## config.mk

```make
export PLATFORM = sky130hd
export DESIGN_NAME = nlprg_n
export DESIGN_NICKNAME = d
export VERILOG_FILES = /design/src/rtl/nlprg_pkg.sv /design/src/rtl/nlprg_n_step.sv /design/src/rtl/nlprg_n.sv
export SDC_FILE = /design/constraint.sdc
export NUM_CORES = 1
export LEC_CHECK = 0
export ABC_CLOCK_PERIOD_IN_PS = 3270
export BUFFER_PORTS_ARGS = -buffer_cell sky130_fd_sc_hd__buf_2
export CORE_MARGIN = 2
export CORE_UTILIZATION = 59
export CTS_CLUSTER_DIAMETER = 40
export DETAILED_ROUTE_END_ITERATION = 8
export HOLD_SLACK_MARGIN = 0.06
export PLACE_DENSITY = 0.95
export SYNTH_ARGS = -nofsm -noshare
export SYNTH_HDL_FRONTEND = slang
export SYNTH_SLANG_ARGS = --single-unit
export TNS_END_PERCENT = 10
```

## constraint.sdc

```tcl
create_clock -name ck -period 3.27 [get_ports ck]
set_input_delay 0.8175 -clock ck [delete_from_list [all_inputs] [get_ports ck]]
set_output_delay 0.8175 -clock ck [all_outputs]
set_load 0.05 [all_outputs]
```

## src/rtl/nlprg_pkg.sv

```systemverilog
// Shared constants and default feedback masks for the nlprg_n generator family.
package nlprg_pkg;

  localparam int NLPRG_NMIN = 3;
  localparam int NLPRG_NMAX = 32;

  // Maximal-length feedback masks: bit i set means state bit s[i] feeds back.
  // Each entry is a primitive polynomial of degree n, so the top bit is always
  // present and the step function stays invertible.
  function automatic logic [31:0] nlprg_taps(input int n);
    logic [31:0] t;
    t = 32'h0;
    case (n)
      3:  t = 32'h0000_0006;
      4:  t = 32'h0000_000C;
      5:  t = 32'h0000_0014;
      6:  t = 32'h0000_0030;
      7:  t = 32'h0000_0060;
      8:  t = 32'h0000_00B8;
      9:  t = 32'h0000_0110;
      10: t = 32'h0000_0240;
      11: t = 32'h0000_0500;
      12: t = 32'h0000_0829;
      13: t = 32'h0000_100D;
      14: t = 32'h0000_2015;
      15: t = 32'h0000_6000;
      16: t = 32'h0000_D008;
      17: t = 32'h0001_2000;
      18: t = 32'h0002_0400;
      19: t = 32'h0004_0023;
      20: t = 32'h0009_0000;
      21: t = 32'h0014_0000;
      22: t = 32'h0030_0000;
      23: t = 32'h0042_0000;
      24: t = 32'h00E1_0000;
      25: t = 32'h0120_0000;
      26: t = 32'h0200_0023;
      27: t = 32'h0400_0013;
      28: t = 32'h0900_0000;
      29: t = 32'h1400_0000;
      30: t = 32'h2000_0029;
      31: t = 32'h4800_0000;
      32: t = 32'h8020_0003;
      default: t = 32'h0;
    endcase
    return t;
  endfunction

endpackage

```

## src/rtl/nlprg_n_step.sv

```systemverilog
// Combinational next-state function: Fibonacci shift with de Bruijn zero insertion.
module nlprg_step #(
  parameter int            N        = 14,
  parameter logic [N-1:0]  TAPS_EFF = '0
) (
  input  logic [N-1:0] i_s,
  output logic [N-1:0] o_s_next
);

  logic w_fb;

  // Flipping feedback when the low N-1 bits are zero splices the all-zero
  // state in between 100..0 and 0..01, stretching the period to 2^N.
  assign w_fb     = (^(i_s & TAPS_EFF)) ^ (i_s[N-2:0] == '0);
  assign o_s_next = {i_s[N-2:0], w_fb};

endmodule

```

## src/rtl/nlprg_n.sv

```systemverilog
// Full-period nonlinear PRNG with seed load, wrap strobe and period self-check.
module nlprg_n
  import nlprg_pkg::*;
#(
  parameter int           N    = 14,
  parameter logic [N-1:0] TAPS = '0
) (
  input  logic         ck,
  input  logic         rst,
  input  logic         en,
  input  logic         load,
  input  logic [N-1:0] seed,
  output logic [N-1:0] o,
  output logic         wrap,
  output logic         armed,
  output logic         err
);

  if (N < NLPRG_NMIN || N > NLPRG_NMAX) begin : g_bad_n
    $error("nlprg_n: N=%0d outside supported range %0d..%0d", N, NLPRG_NMIN, NLPRG_NMAX);
  end

  localparam logic [31:0]  TAPS_DEF = nlprg_taps(N);
  localparam logic [N-1:0] TAPS_EFF = (TAPS != '0) ? TAPS : TAPS_DEF[N-1:0];

  logic [N-1:0] r_s;
  logic [N-1:0] r_cnt;
  logic         r_armed;
  logic         r_err;
  logic         r_wrap;

  logic [N-1:0] w_s_next;
  logic         w_next_zero;
  logic         w_cnt_last;

  nlprg_step #(
    .N        (N),
    .TAPS_EFF (TAPS_EFF)
  ) u_step (
    .i_s      (r_s),
    .o_s_next (w_s_next)
  );

  assign w_next_zero = (w_s_next == '0);
  assign w_cnt_last  = (r_cnt == {N{1'b1}});

  // State register: load beats step, otherwise hold.
  always_ff @(posedge ck or posedge rst) begin
    if (rst)       r_s <= '0;
    else if (load) r_s <= seed;
    else if (en)   r_s <= w_s_next;
  end

  // Period checker: cnt counts steps since the last visit to 0. Once synced
  // to 0, a return to 0 must coincide exactly with cnt reaching its maximum;
  // any disagreement either way latches err until rst or load.
  always_ff @(posedge ck or posedge rst) begin
    if (rst) begin
      r_cnt   <= '0;
      r_armed <= 1'b1;
      r_err   <= 1'b0;
    end else if (load) begin
      r_cnt   <= '0;
      r_armed <= (seed == '0);
      r_err   <= 1'b0;
    end else if (en) begin
      if (r_armed && (w_next_zero != w_cnt_last)) r_err <= 1'b1;
      if (w_next_zero) begin
        r_cnt   <= '0;
        r_armed <= 1'b1;
      end else begin
        r_cnt   <= r_cnt + N'(1);
      end
    end
  end

  // Wrap strobe: high for the one cycle after a step lands on 0.
  always_ff @(posedge ck or posedge rst) begin
    if (rst)       r_wrap <= 1'b0;
    else if (load) r_wrap <= 1'b0;
    else if (en)   r_wrap <= w_next_zero;
    else           r_wrap <= 1'b0;
  end

  assign o     = r_s;
  assign wrap  = r_wrap;
  assign armed = r_armed;
  assign err   = r_err;

endmodule

```

; After elaboration in Yosys (flattened, before gate mapping)
; Index checks and enable logic that the tools add are counted.
[totals]
ff_bits = 31
latch_bits = 0
ram_bits = 0
romBits = 0
in_bits = 18
out_inout_bits = 17
wordCells = 32
mem_count = 0
[classes]
addsub = 1
multipliers = 0
div_mod_pow = 0
magnitude_cmp = 0
eq_ne = 2
shifts = 0
mux = 13
bitwise = 1
n_reduce_logical = 10
[op_table]
columns = op, count
row1 = $mux W14, 5
row2 = $logic_not A14 Y1, 2
row3 = $add A14 B1 Y14 const B, 1
row4 = $eq A14 B14 Y1 const B, 1
row5 = $reduce_xor A14 Y1, 1
row6 = $logic_not A13 Y1, 1
row7 = $mux W1, 8
row8 = $reduce_bool A2 Y1, 3
row9 = $reduce_and A2 Y1, 2
row10 = $logic_and A1 B1 Y1, 1
row11 = $ne A1 B1 Y1, 1
row12 = $xor A1 B1 Y1, 1

; Longest topological paths before layout
; Gate-level depths: netlist of run 1.
[logic_depth]
depth_word = 8
ltp_mapped = 6
mapped_depth_nobuf = 5

; Cells and area by module
; A second synthesis of run 1 with hierarchy kept.
[unflattened]
hier_cells = 183
area_unflattened_um2 = 1846.8
[by_module_without_submodules]
columns = mod, n_inst, cells_per_inst, area_each_um2, seq_area_each_um2
row1 = nlprg_n, 1, 160, 1672.9, 777.0
row2 = nlprg_step, 1, 23, 173.9, 0.0

; Worst setup path before layout of run 1
; Ideal clock, no wire load.
[synth_timing]
kind = input port to flip-flop
start = input port load
end = register r_cnt[6]
setup_ns = 0.087
arrival_time_ns = 1.729
t_required_ns = 3.183
setup_slack_ns = 1.455
cell_stages = 6
path_buffers = 2
cell_sequence = clkbuf_1 > nor2b_1 > clkbuf_1 > and4b_1 > o21ai_0 > o211ai_1
[synth_via]
elab_chain_cells = 1
word_cells_on_any_way = 2
classes_between = mux: 1 / reduce/logical: 1
[synth_lines]
columns = element, line_no
row1 = from (decl), nlprg_n.sv:11  ; input logic load,
row2 = $mux W14 or $reduce_bool A2 Y1 (tied branches), -
row3 = to (signal assigned), nlprg_n.sv:72  ; r_cnt <= r_cnt + N'(1);
row4 = to (decl), nlprg_n.sv:27  ; logic [N-1:0] r_cnt;
; Parallel ways exist; a longest one is shown, timed or not.
; A chain may end at the register's enable or synchronous reset.

; Worst setup path in the final report of run 1
[layout_timing]
start = register r_s[2] (netlist: o[2])
end = register r_cnt[12]
[layout_via]
elab_chain_cells = 6
word_cells_on_any_way = 7
classes_between = mux: 3 / bitwise: 1 / reduce/logical: 3
[layout_lines]
columns = element, line_no
row1 = from (decl), nlprg_n.sv:26  ; logic [N-1:0] r_s;
row2 = from (signal assigned), nlprg_n.sv:51  ; else if (en) r_s <= w_s_next;
row3 = $reduce_xor A14 Y1 or $logic_not A13 Y1 (tied branches), nlprg_n_step.sv:14  ; assign w_fb = (^(i_s & TAPS_EFF)) ^ (i_s[N-2:0] == '0);
row4 = $xor A1 B1 Y1, nlprg_n_step.sv:14
row5 = $logic_not A14 Y1 (*), nlprg_n.sv:44  ; assign w_next_zero = (w_s_next == '0);
row6 = $mux W14 (*), nlprg_n.sv:68  ; if (w_next_zero) begin
row7 = $mux W14 (*), nlprg_n.sv:66  ; end else if (en) begin
row8 = $mux W14 (*), nlprg_n.sv:62  ; end else if (load) begin
; Every way passes the cells marked *; elsewhere a longest branch is shown, timed or not. The select of a mux whose other input is x is not followed.

==> flow_metrics.py, run 1 <==
metrics = {
    "global_route": {
        "grt_usage_pct": 27.1,
        "grt_pass1_wl_um": 7060,
        "grt_overflow_total": 0,
        "antenna_found_initial": 0,
        "grt_pass1_vias": 1536,
        "grt_max_degree": 37,
    },
    "place": {
        "routabilityCongestion": 0.844,
        "port_buffers": 34,
        "dp_hpwl_um": 2930,
    },
    "floorplan": {
        "die_h_um": 59.0,
        "fp.dieArea_um2": 3480,
        "coreArea_um2": 2810,
        "initial_core_util_pct": 63.6,
        "boundaryPins": 35,
        "dieWidth_um": 59.0,
        "core.rowCount": 19,
    },
    "worst_setup_path": {
        "crit_type": "flop to flop",
        "crit_start": "o[2]",
        "r2r-start": "o[2]",
        "critPathLaunchType": "flop",
        "cp-end-kind": "flop",
        "arrival_ns": 2.45,
        "required_ns": 3.46,
        "crit_fanout": 21,
    },
    "synth": {
        "yosysTopAreaCell": "dfrtp_1",
        "ys_ff_latch": 31,
        "synth_nets": 218,
        "syn_area_per_cell_um2": 8.97,
        "synth_edf_count": 0,
        "synth_top_area_share_pct": 42.1,
        "ys.flop_type": "dfrtp_1",
        "seq_area_frac_synth_pct": 43.5,
        "netlist_area_um2": 1780,
        "synthTopCellsByArea": "dfrtp_1, nand2_1, mux2i_1",
        "yosysWarnings": 0,
        "syn_inst": 199,
        "synth.most_common_cell": "nand2_1",
        "async_flop_share_pct": 100,
        "yosysUniqueCellTypes": 40,
        "ys_top_cells_by_count": "nand2_1, dfrtp_1, o21ai_0, mux2i_1, o2111ai_1",
    },
    "timing": {
        "maxSlewHeadroom_pct": 41.4,
        "min_period_ns": 2.26,
        "drv_slew": 0,
        "timing.final.crit_share_pct": 69.0,
        "setup_viol": 0,
        "finalHoldViolCount": 0,
        "worst_slew_pin_slew_ns": 0.874,
        "finClkSkew_ns": 0.00638,
        "fmax_ghz": 0.443,
        "fin_tns_setup_ns": 0,
        "rsz0062_at_grt": "false",
    },
    "clock_tree": {
        "cts-root-buf": "clkbuf_4",
        "path_clk_slew_ns": 0.09,
        "clockBufferDepth": 2,
        "post_cts_buffers": 0,
        "numCtsBuffers": 5,
        "cts_tree": "done",
        "insertion_delay_ns": 0.35,
        "htreeDepth": 2,
        "cts_sinks": 31,
        "cts_resized": 0,
        "ctsHoldBuffers": 0,
    },
    "power": {
        "p_sw_uw": 326,
        "power.internal_uw": 649,
        "seq_power_share_pct": 44.7,
        "ir_worst_vdd_v": 0.000300,
        "combPwrFrac_pct": 22.9,
        "p_clk_share_pct": 32.4,
        "p_total_uw": 975,
        "switching_share_pct": 33.5,
        "powerDensity_nw_per_um2": 473,
        "leakagePower_nw": 0.923,
    },
    "final_layout": {
        "nets": 251,
        "diodes": 0,
        "drive_gt1_share_pct": 22.3,
        "syn2layout_area_growth_pct": 15.5,
    },
    "routing": {
        "drt_pass1_iterations": 7,
        "wl_um": 4130,
        "drc_errors": 1,
        "avgRoutedWirePerCell_um": 15.6,
        "route.antenna.remaining_nets": 0,
        "vias": 1669,
        "drt_iter0_markers": 83,
        "routed_via_density": 6.32,
    },
    "status": {
        "outcome": "finished, violations left",
        "violations": "design-rule violations",
    },
    "job": {
        "drv_cap": 0,
    },
    "min_path": {
        "hold_start": "err",
        "min_path_type": "flop to flop",
    },
}
==> path summary, 6_finish.rpt <==
kind / depth (start not counted) / to / slack (ns)
min in group asynchronous: 3 / r_cnt[1] / 0.53
min: 2 / err / 0.52
max: 5 / r_cnt[12] / 1.01
min reg2reg: 2 / err / 0.52
max reg2reg: 5 / r_cnt[12] / 1.01
max in group asynchronous: 3 / armed / 2.43
==> layer usage <==
metal  global-route usage, %  wire, µm  vias to the layer above
met4                    11.4       105                        0
met1                    35.8      1730                      789
met3                    7.21       254                       11
met2                    42.4      2040                       58
met5                       0         0                        -
li1                        -         -                      811
==> power groups by stage <==
stage	logic [mW]	registers, mW	clock network [mW]
after floorplan	0.0884	0.511	0
after global routing	0.240	0.439	0.340
after detailed placement	0.222	0.443	0
after CTS	0.223	0.436	0.319
after global placement	0.217	0.441	0
final	0.223	0.436	0.316
==> registers in the layout, summed over array words and instances (netlist names) <==
| signal | cells |
|---|---|
| armed | 1 |
| err | 1 |
| o | 14 |
| r_cnt | 14 |
| wrap | 1 |
==> critical path, cell delays in order, from the launching register on <==
cell and delay [ns]:
dfrtp_1 0.43, nor4_1 0.36, nand4_1 0.14, buf_4 0.23, o21ai_1 0.71, o311ai_0 0.23
==> metrics by stage <==
| step | std cells | util, % | setup slack [ns] | hold WS, ns | cell area [µm²] |
|---|---|---|---|---|---|
| 2_1_floorplan | 199 | - | 1.45 | 0.490 | 1780 |
| 3_3_place_gp | 256 | 70.4 | 0.932 | 0.487 | 1970 |
| 3_5_place_dp | 256 | 70.4 | 0.913 | 0.504 | 1970 |
| 4_1_cts | 264 | 73.5 | 1.05 | 0.528 | 2060 |
| 5_1_grt | 264 | 73.5 | 0.859 | 0.542 | 2060 |
| 6_report | 264 | 73.5 | 1.01 | 0.522 | 2060 |
==> logic make-up after synthesis <==
family          synth area share, %
xor+xnor                      0.982
compound gates                 17.0
fa+ha+maj                     0.701
buf+inv                        4.42
flops                          43.5
simple gates                   26.1
mux                            7.29
==> cell type report <==
class / count / area, µm²
multi-input cells: 150 / 928
well taps: 31 / 38.8
inverters: 4 / 15.0
flip-flops and latches: 31 / 777
clock inverters: 2 / 35.0
repair buffers: 40 / 215
fillers: 215 / 744
clock buffers: 6 / 51.3
==> cell usage in the layout (no fill, tap or decap), types with 2 or more instances in the layout <==
cell,synthesis,routed
nor2b_1,3,3
inv_1,4,4
o21ai_0,21,21
nand2b_1,3,3
buf_4,1,6
mux2i_1,13,13
nor4_1,6,6
nand4_1,6,6
nand2_1,36,36
o211ai_1,7,7
or2_2,2,2
and3_1,2,2
o2111ai_1,8,8
clkbuf_4,0,5
o311ai_0,2,2
nor3b_1,2,2
nor2_1,6,6
nand3_1,7,7
dfrtp_1,30,30
buf_2,6,34
and4_1,5,5
nor3_1,4,4
Note: power is estimated with default switching activity, not from simulation.
==> inputs of run 2 (changes only) <==
--- a/config.mk
+++ b/config.mk
@@ -5,14 +5,14 @@
 export SDC_FILE = /design/constraint.sdc
 export NUM_CORES = 1
 export LEC_CHECK = 0
-export ABC_CLOCK_PERIOD_IN_PS = 3270
+export ABC_CLOCK_PERIOD_IN_PS = 2100
 export BUFFER_PORTS_ARGS = -buffer_cell sky130_fd_sc_hd__buf_2
 export CORE_MARGIN = 2
-export CORE_UTILIZATION = 59
+export CORE_UTILIZATION = 54
 export CTS_CLUSTER_DIAMETER = 40
 export DETAILED_ROUTE_END_ITERATION = 8
 export HOLD_SLACK_MARGIN = 0.06
-export PLACE_DENSITY = 0.95
+export PLACE_DENSITY = 0.9
 export SYNTH_ARGS = -nofsm -noshare
 export SYNTH_HDL_FRONTEND = slang
 export SYNTH_SLANG_ARGS = --single-unit
==> constraint.sdc (replaced) <==
create_clock -name ck -period 2.1 [get_ports ck]
set_input_delay 0.525 -clock ck [delete_from_list [all_inputs] [get_ports ck]]
set_output_delay 0.525 -clock ck [all_outputs]
set_load 0.05 [all_outputs]
==> run 2 against run 1 <==
The flow now finishes without violations. Via count decreased by 0.96%. Combinational power up 60%. First-iteration DRC count fell by 39%. Sequential share of layout area shrank 0.52 points. Worst hold slack worse by 0.29 ns. Wire length decreased by 2.9%. Sequential cell count did not move. Critical path depth stayed put. Setup slack lost 0.77 ns. Largest cell class unchanged. Highest routed layer unchanged.
==> flow_metrics.py, run 2 (synthesis results as in run 1) <==
metrics = {
    "floorplan": {
        "boundaryPins": 35,
        "coreArea_um2": 3100,
        "dieWidth_um": 61.5,
        "initial_core_util_pct": 57.5,
        "fp.dieArea_um2": 3780,
        "core.rowCount": 20,
        "die_h_um": 61.5,
    },
    "routing": {
        "wl_met2_um": 1800,
        "avgRoutedWirePerCell_um": 14.3,
        "drc_errors": 0,
        "route.met3.wl_um": 227,
        "drt_pass1_iterations": 4,
        "drt_iter0_markers": 51,
        "route.antenna.remaining_nets": 0,
        "wl_met1_um": 1890,
        "vias": 1653,
        "top_layer_used": "met4",
        "wl_um": 4010,
        "routed_via_density": 5.88,
    },
    "clock_tree": {
        "cts_sinks": 31,
        "cts_tree": "done",
        "ctsHoldBuffers": 0,
        "post_cts_buffers": 0,
        "clockBufferDepth": 2,
        "numCtsBuffers": 5,
        "cts-root-buf": "clkbuf_4",
        "insertion_delay_ns": 0.34,
        "cts_resized": 0,
        "path_clk_slew_ns": 0.09,
        "htreeDepth": 2,
    },
    "timing": {
        "fmax_ghz": 0.539,
        "finClkSkew_ns": 0.00376,
        "min_period_ns": 1.86,
        "setup_viol": 0,
        "finalHoldViolCount": 0,
        "worst_slew_pin_slew_ns": 0.390,
        "fin_tns_setup_ns": 0,
        "timing.final.crit_share_pct": 88.4,
        "maxSlewHeadroom_pct": 74.0,
        "rsz0062_at_grt": "false",
        "holdWs_ns": 0.236,
        "drv_slew": 0,
    },
    "power": {
        "power.internal_uw": 937,
        "combPwrFrac_pct": 24.9,
        "switching_share_pct": 34.6,
        "ir_worst_vdd_v": 0.000506,
        "leakagePower_nw": 0.932,
        "p_clk_share_pct": 27.7,
        "seq_power_share_pct": 47.4,
        "p_sw_uw": 497,
        "powerDensity_nw_per_um2": 686,
    },
    "global_route": {
        "grt_overflow_total": 0,
        "grt_pass1_wl_um": 6910,
        "grt_pass1_vias": 1488,
        "grt_usage_pct": 25.2,
        "grt_max_degree": 32,
        "antenna_found_initial": 0,
    },
    "final_layout": {
        "nets": 255,
        "diodes": 0,
        "syn2layout_area_growth_pct": 17.1,
        "utilization_pct": 67.3,
        "layout_common_cells": "nand2_1, buf_2, dfrtp_1",
        "layout_commonest_cell": "nand2_1",
        "drive_gt1_share_pct": 23.2,
    },
    "worst_setup_path": {
        "crit_type": "flop to flop",
        "crit_fanout": 16,
        "cp-end-kind": "flop",
        "required_ns": 2.31,
        "arrival_ns": 2.07,
        "critPathLaunchType": "flop",
    },
    "place": {
        "port_buffers": 34,
        "routabilityCongestion": 0.890,
        "dp_hpwl_um": 2790,
    },
    "job": {
        "drv_cap": 0,
    },
    "status": {
        "outcome": "completed",
    },
    "min_path": {
        "min_path_type": "input pin to asynchronous set/reset pin",
    },
}
## run 2: changes by cell type in the layout (fill, tap and decap cells not counted), sizes merged
cell and delta:
bufinv -1, buf +4, clkinv -1, clkbuf +2
## run 2: layer usage
layer | vias to the layer above | global-route usage [%]
met2 | 50 | 37.0
met5 | - | 0
li1 | 814 | -
met3 | 8 | 7.14
met1 | 781 | 34.6
met4 | 0 | 11.2
## run 2: area by class of cell
cell class              instances  area (µm²)
clock buffers                   8        68.8
fillers                       258        1010
inverters                       4        15.0
multi-input cells             150         928
flip-flops and latches         31         777
well taps                      44        55.1
repair buffers                 44         245
## run 2: worst paths after layout
check | startpoint | endpoint | slack (ns) | depth (start not counted)
max | o[2] | r_cnt[8] | 0.24 | 5
min | rst | o[9] | 0.24 | 3
max reg2reg | o[2] | r_cnt[8] | 0.24 | 5
min reg2reg | err | err | 0.52 | 2
max in group asynchronous | rst | armed | 1.54 | 3
min in group ck | seed[13] | o[13] | 0.40 | 3
## run 2: worst max-delay path, stage by stage (launching register included)
cell and delay, ns:
dfrtp_1 0.43, nor4_1 0.39, nand4_1 0.29, buf_4 0.27, o2111ai_1 0.19, o311ai_0 0.14
## run 2: metrics by stage
step                power (mW)  instances  setup WS (ns)  area, µm²
finish                    1.43        281          0.243       2090
global route              1.50        281         0.0564       2090
CTS                       1.44        281          0.292       2090
detailed placement        1.04        273          0.278       2020
global placement          1.04        273          0.337       2020
floorplan                0.933        199          0.330       1780
## run 2: power groups by stage
stage	combinational, mW	sequential [mW]	clock (mW)
2_1_floorplan	0.138	0.795	0
3_3_place_gp	0.353	0.687	0
3_5_place_dp	0.354	0.690	0
4_1_cts	0.356	0.679	0.405
5_1_grt	0.385	0.685	0.430
6_report	0.357	0.680	0.397
==> inputs of run 3 (changes only) <==
--- a/config.mk
+++ b/config.mk
@@ -12,7 +12,7 @@
 export CTS_CLUSTER_DIAMETER = 40
 export DETAILED_ROUTE_END_ITERATION = 8
 export HOLD_SLACK_MARGIN = 0.06
-export PLACE_DENSITY = 0.9
+export PLACE_DENSITY = 0.8
 export SYNTH_ARGS = -nofsm -noshare
 export SYNTH_HDL_FRONTEND = slang
 export SYNTH_SLANG_ARGS = --single-unit
==> run 3 against run 2 <==
Clock power down 7.1%. Critical path type unchanged. Wire length up 3.8%. Cell count down 0.36%. Maximum frequency up 7.3%.
==> flow_metrics.py, run 3 (synthesis results as in run 1) <==
metrics = {
    "status": {
        "outcome": "completed",
    },
    "worst_setup_path": {
        "r2r_end": "err",
        "cp-end-kind": "flop",
        "crit_type": "flop to flop",
        "critical_path.max_stage_delay_ns": 0.46,
        "arrival_ns": 2.01,
        "crit_fanout": 6,
        "r2r-start": "r_cnt[0]",
        "worstPathCellList": "ha_1, and4_1, and4_1, or4b_1, nand3_1",
        "r2r_cells": 5,
        "crit_path_frequent_cell": "and4_1",
        "critPathLaunchType": "flop",
        "crit_slowest_cell": "or4b_1",
        "rrSetupSlack_ns": 0.37,
        "required_ns": 2.38,
        "crit_end": "err",
        "crit_start": "r_cnt[0]",
    },
    "global_route": {
        "grt_usage_pct": 24.1,
        "grt_pass1_wl_um": 6710,
        "grt_max_degree": 32,
        "grt_pass1_vias": 1543,
        "antenna_found_initial": 0,
        "grt_overflow_total": 0,
    },
    "clock_tree": {
        "insertion_delay_ns": 0.34,
        "numCtsBuffers": 5,
        "cts_tree": "done",
        "cts-root-buf": "clkbuf_4",
        "path_clk_slew_ns": 0.10,
        "clockBufferDepth": 2,
        "htreeDepth": 2,
        "post_cts_buffers": 0,
        "cts_sinks": 31,
        "cts_resized": 0,
        "ctsHoldBuffers": 0,
    },
    "floorplan": {
        "dieWidth_um": 61.5,
        "coreArea_um2": 3100,
        "die_h_um": 61.5,
        "fp.dieArea_um2": 3780,
        "core.rowCount": 20,
        "boundaryPins": 35,
        "initial_core_util_pct": 57.5,
    },
    "timing": {
        "finalHoldViolCount": 0,
        "timing.final.crit_share_pct": 82.4,
        "worst_slew_pin_slew_ns": 0.400,
        "finalWorstSetupSlack_ns": 0.370,
        "fmax_ghz": 0.578,
        "fin_tns_setup_ns": 0,
        "rsz0062_at_grt": "false",
        "drv_slew": 0,
        "maxSlewHeadroom_pct": 73.4,
        "min_period_ns": 1.73,
        "setup_viol": 0,
        "finClkSkew_ns": 0.00800,
    },
    "job": {
        "drv_cap": 0,
    },
    "final_layout": {
        "fin_area_um2": 2070,
        "nets": 254,
        "layout_commonest_cell": "nand2_1",
        "syn2layout_area_growth_pct": 16.2,
        "final_cells": 280,
        "fill_cells": 273,
        "drive_gt1_share_pct": 22.9,
        "diodes": 0,
        "multiInputGateArea_um2": 928,
        "layout_common_cells": "nand2_1, buf_2, dfrtp_1",
        "regArea_um2": 777,
    },
    "place": {
        "routabilityCongestion": 0.879,
        "post-place-ws_ns": 0.378,
        "placed_area_um2": 2010,
        "dp_hpwl_um": 2900,
        "port_buffers": 34,
        "place_inst": 272,
    },
    "routing": {
        "routed_via_density": 5.99,
        "route.antenna.remaining_nets": 0,
        "vias": 1676,
        "drt_iter0_markers": 97,
        "drt_pass1_iterations": 4,
        "drc_errors": 0,
        "wl_um": 4170,
        "avgRoutedWirePerCell_um": 14.9,
    },
    "min_path": {
        "min_path_type": "input pin to asynchronous set/reset pin",
    },
    "power": {
        "leakagePower_nw": 0.923,
        "ir_worst_vdd_v": 0.000353,
        "powerDensity_nw_per_um2": 674,
    },
}
==> run 3: cell types whose count changed in the layout (fill, tap and decap cells not counted), sizes merged <==
cell / before / now
buf: 44 / 43
clkinv: 0 / 1
clkbuf: 8 / 7
==> run 3: per-layer routing <==
metal	routed length, µm	global-route usage (%)	up-vias
met5	0	0	-
met4	95	9.42	0
met3	292	6.72	10
met2	1960	42.0	65
met1	1820	27.9	784
li1	-	-	817
==> run 3: worst min path at each step <==
| stage | cells after the start | startpoint | endpoint |
|---|---|---|---|
| 3_3_place_gp | 2 | r_cnt[1] | r_cnt[1] |
| 6_report | 3 | rst | r_cnt[12] |
| 4_1_cts | 3 | rst | o[1] |
| 3_5_place_dp | 2 | err | err |
| 2_1_floorplan | 2 | r_cnt[1] | r_cnt[1] |
| 5_1_grt | 3 | rst | o[9] |
==> run 3: power by group <==
part	total (mW)	leakage, nW	internal, mW	switching [mW]
registers	0.680	0.402	0.634	0.0452
logic	0.349	0.485	0.0976	0.251
clock network	0.369	0.0353	0.162	0.207
==> run 3: area by class of cell <==
cell class                 count  share of cell area [%]
clock inverter                 1                   0.241
inverter                       4                   0.724
timing repair buffer          43                    11.5
sequential                    31                    37.5
clock buffer                   7                    2.66
multi-input combinational    150                    44.8
tap                           44                    2.66
==> run 3: worst max-delay path: cells and delay by family (launching register included) <==
kind,cells,cell delay [ns]
adder cells (fa/ha/maj),1,0.25
AND/OR/NAND/NOR,4,1.01
flip-flops,1,0.42
==> run 3: stage by stage <==
stage / util, % / hold WS (ns) / power (mW)
3_5_place_dp: 64.9 / 0.494 / 1.04
3_3_place_gp: 64.9 / 0.504 / 1.03
2_1_floorplan: - / 0.490 / 0.933
5_1_grt: 66.8 / 0.276 / 1.47
4_1_cts: 66.8 / 0.255 / 1.41
6_report: 66.8 / 0.254 / 1.40
